`src/rtl/abs_sub_inverse_pkg.sv`:
```
// Shared constants and result type for the abs_sub_inverse block.
// Optional statistics counter is enabled by defining ABS_SUB_INVERSE_STATS_EN.
package abs_sub_inverse_pkg;

  localparam int DEFAULT_WIDTH = 8;
  localparam int ERR_CNT_W     = 16;

  // `unique` is a reserved word, so the d==0 flag is carried as is_unique.
  typedef struct packed {
    logic [DEFAULT_WIDTH-1:0] cand_lo;
    logic [DEFAULT_WIDTH-1:0] cand_hi;
    logic                     lo_ok;
    logic                     hi_ok;
    logic                     is_unique;
    logic                     inconsistent;
  } result_t;

endpackage

```
`src/rtl/abs_sub_inverse_if.sv`:
```
// Ready/valid bus for abs_sub_inverse: score/ref_op pairs in, candidates and flags out.
interface abs_sub_inverse_if
  import abs_sub_inverse_pkg::*;
#(
  parameter int WIDTH = DEFAULT_WIDTH
);
  logic             in_valid;
  logic             in_ready;
  logic [WIDTH-1:0] score;
  logic [WIDTH-1:0] ref_op;
  logic             out_valid;
  logic             out_ready;
  logic [WIDTH-1:0] cand_lo;
  logic [WIDTH-1:0] cand_hi;
  logic             lo_ok;
  logic             hi_ok;
  logic             is_unique;
  logic             inconsistent;

  modport master (
    output in_valid, score, ref_op, out_ready,
    input  in_ready, out_valid, cand_lo, cand_hi, lo_ok, hi_ok, is_unique, inconsistent
  );

  modport slave (
    input  in_valid, score, ref_op, out_ready,
    output in_ready, out_valid, cand_lo, cand_hi, lo_ok, hi_ok, is_unique, inconsistent
  );
endinterface

```
`src/rtl/abs_sub_inverse_calc.sv`:
```
// Combinational recovery of the two candidates b = ref_op -/+ d and their validity flags.
module abs_sub_inverse_calc
  import abs_sub_inverse_pkg::*;
#(
  parameter int WIDTH = DEFAULT_WIDTH
) (
  input  logic [WIDTH-1:0] ref_op,
  input  logic [WIDTH-1:0] d,
  output logic [WIDTH-1:0] cand_lo,
  output logic [WIDTH-1:0] cand_hi,
  output logic             lo_ok,
  output logic             hi_ok,
  output logic             is_unique,
  output logic             inconsistent
);
  logic [WIDTH:0] sum;

  // The extra sum bit is the carry that marks ref_op+d as out of range.
  assign sum          = {1'b0, ref_op} + {1'b0, d};
  assign cand_hi      = sum[WIDTH-1:0];
  assign hi_ok        = ~sum[WIDTH];
  assign lo_ok        = (ref_op >= d);
  assign cand_lo      = ref_op - d;
  assign is_unique    = (d == '0);
  assign inconsistent = ~lo_ok & ~hi_ok;
endmodule

```
`src/rtl/abs_sub_inverse.sv`:
```
// Two-stage elastic pipeline inverting score = MAX - |a-b| for b, given a = ref_op.
// Defining ABS_SUB_INVERSE_STATS_EN adds stats_clr / err_cnt (inconsistent-result counter).
module abs_sub_inverse
  import abs_sub_inverse_pkg::*;
#(
  parameter int WIDTH = DEFAULT_WIDTH
) (
  input  logic                 clk,
  input  logic                 rst,
`ifdef ABS_SUB_INVERSE_STATS_EN
  input  logic                 stats_clr,
  output logic [ERR_CNT_W-1:0] err_cnt,
`endif
  abs_sub_inverse_if.slave     bus
);
  localparam logic [WIDTH-1:0] MAX_VAL = '1;

  logic             s1_valid, s2_valid;
  logic             s1_load, s2_load;
  logic [WIDTH-1:0] s1_ref, s1_d;

  logic [WIDTH-1:0] c_lo, c_hi;
  logic             c_lo_ok, c_hi_ok, c_unique, c_incons;

  logic [WIDTH-1:0] s2_lo, s2_hi;
  logic             s2_lo_ok, s2_hi_ok, s2_unique, s2_incons;

  assign s2_load      = ~s2_valid | bus.out_ready;
  assign s1_load      = ~s1_valid | s2_load;
  assign bus.in_ready = s1_load;

  // NOTE: data registers are reset along with valids so every output reads zero after reset.
  always_ff @(posedge clk) begin
    if (!rst) begin
      s1_valid <= 1'b0;
      s1_ref   <= '0;
      s1_d     <= '0;
    end else if (s1_load) begin
      s1_valid <= bus.in_valid;
      if (bus.in_valid) begin
        s1_ref <= bus.ref_op;
        s1_d   <= MAX_VAL - bus.score;
      end
    end
  end

  abs_sub_inverse_calc #(.WIDTH(WIDTH)) u_calc (
    .ref_op       (s1_ref),
    .d            (s1_d),
    .cand_lo      (c_lo),
    .cand_hi      (c_hi),
    .lo_ok        (c_lo_ok),
    .hi_ok        (c_hi_ok),
    .is_unique    (c_unique),
    .inconsistent (c_incons)
  );

  always_ff @(posedge clk) begin
    if (!rst) begin
      s2_valid  <= 1'b0;
      s2_lo     <= '0;
      s2_hi     <= '0;
      s2_lo_ok  <= 1'b0;
      s2_hi_ok  <= 1'b0;
      s2_unique <= 1'b0;
      s2_incons <= 1'b0;
    end else if (s2_load) begin
      s2_valid <= s1_valid;
      if (s1_valid) begin
        s2_lo     <= c_lo;
        s2_hi     <= c_hi;
        s2_lo_ok  <= c_lo_ok;
        s2_hi_ok  <= c_hi_ok;
        s2_unique <= c_unique;
        s2_incons <= c_incons;
      end
    end
  end

  assign bus.out_valid    = s2_valid;
  assign bus.cand_lo      = s2_lo;
  assign bus.cand_hi      = s2_hi;
  assign bus.lo_ok        = s2_lo_ok;
  assign bus.hi_ok        = s2_hi_ok;
  assign bus.is_unique    = s2_unique;
  assign bus.inconsistent = s2_incons;

`ifdef ABS_SUB_INVERSE_STATS_EN
  // Clear has priority over a same-cycle increment; the count saturates at all ones.
  always_ff @(posedge clk) begin
    if (!rst || stats_clr) begin
      err_cnt <= '0;
    end else if (s2_valid && bus.out_ready && s2_incons && (err_cnt != '1)) begin
      err_cnt <= err_cnt + ERR_CNT_W'(1);
    end
  end
`endif
endmodule

```
`src/flat_wrapper.sv`:
```
// flat-port wrapper written by rule: the top's interface ports become plain ports
module abs_sub_inverse_flat import abs_sub_inverse_pkg::*;
#(
  parameter int WIDTH = DEFAULT_WIDTH
)
  (clk, rst, bus_in_valid, bus_score, bus_ref_op, bus_out_ready, bus_in_ready, bus_out_valid, bus_cand_lo, bus_cand_hi, bus_lo_ok, bus_hi_ok, bus_is_unique, bus_inconsistent);
  abs_sub_inverse_if #(.WIDTH(WIDTH)) bus_i ();
  input  logic clk;
  input  logic rst;
  input wire logic [$bits(bus_i.in_valid)-1:0] bus_in_valid;
  input wire logic [$bits(bus_i.score)-1:0] bus_score;
  input wire logic [$bits(bus_i.ref_op)-1:0] bus_ref_op;
  input wire logic [$bits(bus_i.out_ready)-1:0] bus_out_ready;
  output wire logic [$bits(bus_i.in_ready)-1:0] bus_in_ready;
  output wire logic [$bits(bus_i.out_valid)-1:0] bus_out_valid;
  output wire logic [$bits(bus_i.cand_lo)-1:0] bus_cand_lo;
  output wire logic [$bits(bus_i.cand_hi)-1:0] bus_cand_hi;
  output wire logic [$bits(bus_i.lo_ok)-1:0] bus_lo_ok;
  output wire logic [$bits(bus_i.hi_ok)-1:0] bus_hi_ok;
  output wire logic [$bits(bus_i.is_unique)-1:0] bus_is_unique;
  output wire logic [$bits(bus_i.inconsistent)-1:0] bus_inconsistent;
  assign bus_i.in_valid = bus_in_valid;
  assign bus_i.score = bus_score;
  assign bus_i.ref_op = bus_ref_op;
  assign bus_i.out_ready = bus_out_ready;
  assign bus_in_ready = bus_i.in_ready;
  assign bus_out_valid = bus_i.out_valid;
  assign bus_cand_lo = bus_i.cand_lo;
  assign bus_cand_hi = bus_i.cand_hi;
  assign bus_lo_ok = bus_i.lo_ok;
  assign bus_hi_ok = bus_i.hi_ok;
  assign bus_is_unique = bus_i.is_unique;
  assign bus_inconsistent = bus_i.inconsistent;
  abs_sub_inverse #(.WIDTH(WIDTH)) u_core (.clk(clk), .rst(rst), .bus(bus_i));
endmodule
```
`config.mk`:
```
export PLATFORM = sky130hd
export DESIGN_NAME = abs_sub_inverse_flat
export DESIGN_NICKNAME = d
export VERILOG_FILES = /design/src/rtl/abs_sub_inverse_pkg.sv /design/src/rtl/abs_sub_inverse_if.sv /design/src/rtl/abs_sub_inverse_calc.sv /design/src/rtl/abs_sub_inverse.sv /design/src/flat_wrapper.sv
export SDC_FILE = /design/constraint.sdc
export NUM_CORES = 1
export LEC_CHECK = 0
export CAP_MARGIN = 20
export CELL_PAD_IN_SITES_DETAIL_PLACEMENT = 0
export CELL_PAD_IN_SITES_GLOBAL_PLACEMENT = 1
export CORE_UTILIZATION = 42
export DETAILED_ROUTE_END_ITERATION = 8
export MAX_ROUTING_LAYER = met4
export PLACE_DENSITY = 0.87
export SLEW_MARGIN = 20
export SYNTH_ARGS = -nofsm -noshare
export SYNTH_HDL_FRONTEND = slang
export SYNTH_HIERARCHICAL = 1
export SYNTH_SLANG_ARGS = --single-unit
export TNS_END_PERCENT = 5
```
`constraint.sdc`:
```
create_clock -name clk -period 3.12 [get_ports clk]
set_input_delay 0.468 -clock clk [delete_from_list [all_inputs] [get_ports clk]]
set_output_delay 0.468 -clock clk [all_outputs]
set_load 0.03 [all_outputs]
```
==> After elaboration in Yosys (flattened, before gate mapping) <==
Index checks and enable logic that the tools add are counted.
{ "op_classes": {"addsub": 3, "mul": 0, "div_mod_pow": 0, "magnitude_cmp": 1, "n_eq_ne": 0, "shifts": 0, "muxes": 0, "n_bitwise": 7, "n_reduce_logical": 3} }
{ "op_table": {"columns": ["op", "n"], "rows": [
  ["$add 8x8->9", 1],
  ["$ge 8x8->1", 1],
  ["$logic_not 8->1", 1],
  ["$sub 8x8->8", 1],
  ["$sub 8x8->8 const A", 1],
  ["$not 1->1", 4],
  ["$reduce_and 2->1", 2],
  ["$or 1x1->1", 2],
  ["$and 1x1->1", 1]
]} }
{ "totals": {"register_bits": 38, "latch_bits": 0, "ram_bits": 0, "rom_bits": 0, "input_bits": 20, "word_cells": 24, "n_memories": 0} }

==> Longest topological paths before layout <==
Gate-level depths: netlist of the first run.
{ "logic_depth": {"ltp_word": 4, "depth_mapped": 10} }

==> By module <==
Netlist of the first run, hierarchy kept.
{ "modules_own_cells": {"columns": ["module", "n_inst", "cells_each", "area_per_inst_um2", "seq_area_each_um2"], "rows": [
  ["abs_sub_inverse", 1, 162, 1530.2, 760.7],
  ["abs_sub_inverse_calc", 1, 107, 790.8, 0.0]
]} }

==> Least setup slack after synthesis of the first run <==
Ideal clock, no wire load.
{ "synth_path": {"kind": "reg-to-reg", "start": "register u_core.s1_d[0]", "end": "register u_core.s2_incons (netlist: u_core/bus.inconsistent)", "setup_time_ns": 0.070, "t_arrival_ns": 1.942, "required_time_ns": 3.050, "setup_slack_ns": 1.108, "stages_incl_launch_ff": 11, "cell_sequence": "dfxtp_1 ha_1 inv_1 fa_1 o21ba_2 o22ai_2 o31ai_1 a211o_1 a21oi_1 nand3_1 a21boi_1"} }
{ "synth_via": {"elab_chain_cells": 3, "word_cells_on_any_way": 4} }
{ "synth_lines": {"columns": ["element", "line_no", "source"], "rows": [
  ["start: declaration", "abs_sub_inverse.sv:20", "logic [WIDTH-1:0] s1_ref, s1_d;"],
  ["start signal: assignment", "abs_sub_inverse.sv:42", "s1_d <= MAX_VAL - bus.score;"],
  ["$ge 8x8->1", "abs_sub_inverse_calc.sv:22", "assign lo_ok = (ref_op >= d);"],
  ["$not 1->1", "abs_sub_inverse_calc.sv:25", "assign inconsistent = ~lo_ok & ~hi_ok;"],
  ["$and 1x1->1 *", "abs_sub_inverse_calc.sv:25", null],
  ["net u_core.c_incons", "abs_sub_inverse.sv:23", "logic c_lo_ok, c_hi_ok, c_unique, c_incons;"],
  ["end signal: assignment", "abs_sub_inverse.sv:75", "s2_incons <= c_incons;"],
  ["end: declaration", "abs_sub_inverse.sv:26", "logic s2_lo_ok, s2_hi_ok, s2_unique, s2_incons;"]
]} }
The timed path passes the listed nets; every way through them passes the cells marked *.
A chain may end at the register's enable or synchronous reset.

==> Worst setup path in the final report of the first run <==
{ "layout_path": {"start": "input bus_out_ready", "end": "output bus_in_ready"} }
{ "layout_via": {"elab_chain_cells": 2} }
{ "layout_lines": {"columns": ["element", "line_no", "source"], "rows": [
  ["start: declaration", "flat_wrapper.sv:13", "input wire logic [$bits(bus_i.out_ready)-1:0] bus_out_ready;"],
  ["$or 1x1->1", "abs_sub_inverse.sv:28", "assign s2_load = ~s2_valid | bus.out_ready;"],
  ["$or 1x1->1", "abs_sub_inverse.sv:29", "assign s1_load = ~s1_valid | s2_load;"],
  ["end: declaration", "flat_wrapper.sv:14", "output wire logic [$bits(bus_i.in_ready)-1:0] bus_in_ready;"]
]} }
No other way between the ends.

==> impl_metrics.ini, run 1 <==
[status]
status = finished clean

[pwr]
p_leak_nw = 1.17
power_mw = 1.31
pwr-share-seq = 0.411
intPower_uw = 932
swShare = 0.291
clkPwrFrac = 0.326
power.switching_uw = 382
combPwrFrac = 0.263
ir_drop_uv = 232
p_per_area_nw_per_um2 = 465

[detailed_routing]
postRouteAntennaNets = 0
wl_met1_microns = 2330
dr.max_layer_used = met4
first_iter_violations = 109
drt_pass1_iterations = 4
num_vias = 1941
drc_errors = 0
wl_per_cell_microns = 13.0
wl_met2_microns = 2220
wl_met3_microns = 216
viasPerCell = 5.27
wl_microns = 4780

[worst_setup_path]
path_class = in2out
worst_setup_path_end_kind = output port
startpoint_type = primary input
critPathMaxFanout = 10
required_ns = 2.65
r2r_slack_ns = 0.85
cp_data_arrival_time_ns = 1.94

[min_path]
hp-class = reg2reg

[final_layout]
diodes = 0
final_common_cell = clkdlybuf4s50_1
fin_util = 0.543
final_nets = 336
area_delta_synth_final_pct = 21.7
drive_gt1_frac = 0.0738
layout_common_cells = 41 x clkdlybuf4s50_1, 38 x dfxtp_1, 28 x nand3_1

[placed_design]
place.gp.congestion = 0.901
dp_hpwl_microns = 3540
post-place-ws_ns = 0.707
port_buffers = 41

[global_route]
grt_antenna_before_repair = 0
grt_max_degree = 47
grtUsageTotal = 0.182
grt_pass1_vias = 1777
grt_overflow = 0
grt_first_pass_wirelength_microns = 8260

[timing]
setup_violations = 0
setup-tns-final_ns = 0
worst_pin_slew_ns = 0.741
slew_viol_final = 0
clock.fmax_ghz = 0.415
worst_slack_ns = 0.710
clock-skew-final_ns = 0.00909
grt_setup_unrepaired = false
min_period_over_period = 0.772
period_needed_ns = 2.41
finalHoldViolations = 0
max_slew_margin = 0.506

[die]
rows = 26
start_util = 0.446
core_sq_um = 5200
die_h_microns = 76.3
ioPinCount = 42
die_area_sq_um = 5830
die_w_microns = 76.3

[yosys]
synth_cell_type_count = 47
synth-edff-count = 0
yosys_warnings = 6
ys_ff_latch = 38
synth.avg_cell_area_sq_um = 8.63
syn_area_sq_um = 2320
ys.flop_type = dfxtp_1
synthCells = 269
synthArstFlopShare = 0
seq_area_frac_synth = 0.328
synth_nets = 307

[clocking]
cts_buffers = 5
insertion_delay_ns = 0.29
clk_path_buf_depth = 2
cts_tree = done
path_clk_slew_ns = 0.07
cts_resized = 0
postCtsHoldBufs = 0
clock-sinks = 38
post_cts_buffers = 0
h-tree-depth = 2
root_buffer = clkbuf_8

[flow_run]
drv_cap = 0
## per-layer routing
metal,up-vias,track usage
li1,985,-
met1,908,0.226
met3,2,0.0455
met5,-,-
met2,46,0.293
met4,0,0.0519
## stage by stage
stage | area (sq um) | cells | hold slack [ns]
final | 2830 | 368 | 0.477
after global routing | 2830 | 368 | 0.505
after CTS | 2830 | 368 | 0.481
after detailed placement | 2710 | 361 | 0.470
after global placement | 2710 | 361 | 0.466
after floorplan | 2320 | 269 | 0.452
## area by class of cell
| class | count | area (sq um) |
|---|---|---|
| Fill cell | 516 | 2380 |
| Multi-Input combinational cell | 188 | 1360 |
| Sequential cell | 38 | 761 |
| Timing Repair Buffer | 43 | 425 |
| Tap cell | 70 | 87.6 |
| Clock buffer | 6 | 82.6 |
| Inverter | 22 | 82.6 |
| Clock inverter | 1 | 30.0 |
## worst paths after layout
path                            cells past startpoint                       to                  start
worst min-delay path                                2    u_core/bus.cand_lo[1]  u_core/bus.cand_lo[1]
worst max-delay path                                3             bus_in_ready          bus_out_ready
worst max register to register                     10  u_core/bus.inconsistent         u_core/s1_d[0]
worst min register to register                      2    u_core/bus.cand_lo[1]  u_core/bus.cand_lo[1]
## power by group through the flow
stage                     Clock, mW  Sequential [mW]  Combinational [mW]
after floorplan                   0            0.582               0.220
after global placement            0            0.550               0.340
after detailed placement          0            0.552               0.344
after CTS                     0.441            0.541               0.346
after global routing          0.464            0.546               0.377
final                         0.429            0.540               0.346
## Yosys cell counts (4+ instances only)
library cell / n / share of area
clkbuf_1: 4 / 0.0065
o21ai_0: 5 / 0.011
nor2_1: 10 / 0.016
buf_4: 4 / 0.013
a21oi_1: 10 / 0.022
o211a_1: 8 / 0.035
dfxtp_1: 38 / 0.33
buf_2: 9 / 0.019
nand3_1: 28 / 0.060
nand2_1: 17 / 0.027
ha_1: 16 / 0.086
nand2b_1: 4 / 0.011
o21ai_1: 20 / 0.043
inv_1: 20 / 0.032
a21boi_1: 22 / 0.071
xnor2_1: 6 / 0.023
mux2i_1: 9 / 0.039
xor2_1: 4 / 0.015
## worst max-delay path: stages
cell	delay (ns)
clkdlybuf4s50_1	0.53
nand3b_2	0.24
clkdlybuf4s50_1	0.71
## flip-flops by register name (all words and copies together), names as in the netlist
name	count
u_core/bus.cand_lo	8
u_core/s1_d	8
u_core/s1_ref	8
u_core/bus.lo_ok	1
u_core/bus.inconsistent	1
u_core/bus.is_unique	1
u_core/bus.out_valid	1
u_core/bus.cand_hi	8
u_core/s1_valid	1
u_core/bus.hi_ok	1
## cells by family after synthesis
group	synth area share
simple gates	0.160
flops	0.328
mux	0.0388
fa+ha+maj	0.104
buf+inv	0.0879
compound gates	0.244
xor+xnor	0.0377
Power figures use the tool's default switching activity.
==> run 2: changes to the inputs <==
CORE_UTILIZATION = 39   (was 42)
PLACE_DENSITY = 0.81   (was 0.87)
clock period = 2.3 ns   (was 3.12 ns; I/O delays follow)
==> impl_metrics.ini, run 2 (same netlist as run 1, synthesis figures left out) <==
[pwr]
swShare = 0.310
clkPwrFrac = 0.282
p_per_area_nw_per_um2 = 593
pwr-share-seq = 0.431
combPwrFrac = 0.287
power.switching_uw = 527
p_leak_nw = 1.20
power_mw = 1.70
ir_drop_uv = 278
intPower_mw = 1.17

[worst_setup_path]
critPathMaxFanout = 3
path_class = reg2reg
cp_data_arrival_time_ns = 2.38
worst_setup_path_end_kind = register
r2r_slack_ns = 0.14
cpPeakStageDelay_ns = 0.41
startpoint_type = register
r2r-start = u_core/s1_ref[0]
startpoint = u_core/s1_ref[0]
crit_path_cell_trace = ha_1 > inv_1 > fa_1 > o21ba_2 > o22ai_2 > o31ai_1 > a211o_1 > a21oi_1 > nand3_1 > a21boi_1
cp_slowest_cell = fa_1
required_ns = 2.53

[min_path]
min_from = u_core/bus.cand_lo[6]
hp-class = reg2reg

[detailed_routing]
viasPerCell = 5.15
num_vias = 1951
postRouteAntennaNets = 0
wl_microns = 5080
drc_errors = 0
wl_per_cell_microns = 13.4
drt_pass1_iterations = 4
first_iter_violations = 97

[final_layout]
layoutNonFillerInstCount = 379
area_delta_synth_final_pct = 23.6
final_common_cell = clkdlybuf4s50_1
design_area_sq_um = 2870
fin_util = 0.511
final_nets = 344
layout_common_cells = 41 x clkdlybuf4s50_1, 37 x dfxtp_1, 28 x nand3_1
drive_gt1_frac = 0.101
diodes = 0
multi_input_area_sq_um = 1360
seqCellArea_sq_um = 762
fillCellCount = 607

[placed_design]
dp.cells = 371
postPlaceCellArea_sq_um = 2780
port_buffers = 41
place.gp.congestion = 0.899
post-place-ws_ns = 0.158
dp_hpwl_microns = 3830

[timing]
setup_violations = 0
clock-skew-final_ns = 0.00399
clock.fmax_ghz = 0.464
worst_slack_ns = 0.145
slew_viol_final = 0
grt_setup_unrepaired = false
max_slew_margin = 0.711
period_needed_ns = 2.16
min_period_over_period = 0.937
holdWs_ns = 0.479
finalHoldViolations = 0
setup-tns-final_ns = 0
worst_pin_slew_ns = 0.429

[die]
core_sq_um = 5610
die_w_microns = 79.1
rows = 27
die_area_sq_um = 6260
ioPinCount = 42
die_h_microns = 79.1
start_util = 0.414

[clocking]
cts_buffers = 5
cts_tree = done
cts_resized = 0
path_clk_slew_ns = 0.08
insertion_delay_ns = 0.29
post_cts_buffers = 0
clock-sinks = 38
clk_path_buf_depth = 2
postCtsHoldBufs = 0
h-tree-depth = 2
root_buffer = clkbuf_8

[status]
status = finished clean

[global_route]
grt_first_pass_wirelength_microns = 8770
grt_overflow = 0
grt_max_degree = 47
grtUsageTotal = 0.181
grt_pass1_vias = 1871
grt_antenna_before_repair = 0

[flow_run]
drv_cap = 0
## run 2: power by group through the flow
stage / combinational (mW) / clock [mW] / sequential (mW)
finish: 0.489 / 0.479 / 0.733
global route: 0.537 / 0.520 / 0.739
CTS: 0.491 / 0.491 / 0.733
detailed placement: 0.489 / 0 / 0.749
global placement: 0.491 / 0 / 0.747
floorplan: 0.298 / 0 / 0.790
## run 2: worst paths after layout
| check | endpoint | cells after the start |
|---|---|---|
| setup / recovery | u_core/bus.inconsistent | 10 |
| hold / removal | u_core/bus.cand_lo[6] | 2 |
| setup reg to reg | u_core/bus.inconsistent | 10 |
| hold reg to reg | u_core/bus.cand_lo[6] | 2 |
## run 2: worst max-delay path, delay by kind of cell, from the launching register on
kind	cells	cell delay, ns
buffers and inverters	1	0.05
and+or+nand+nor	1	0.08
DFF	1	0.36
AOI/OAI and AO/OA	6	1.01
adders and majority gates	2	0.59
## run 2: layout make-up
class                      count  share of cell area
clock buffer                   7              0.0301
multi-input combinational    188               0.473
clock inverter                 1             0.00175
timing repair buffer          51               0.169
sequential                    38               0.266
inverter                      22              0.0288
tap                           72              0.0314
## run 2: metal layers
metal / track usage / part of all wire
met1: 0.238 / 0.51
met2: 0.282 / 0.45
met3: 0.0391 / 0.037
met4: 0.0473 / 0.0095
met5: - / 0
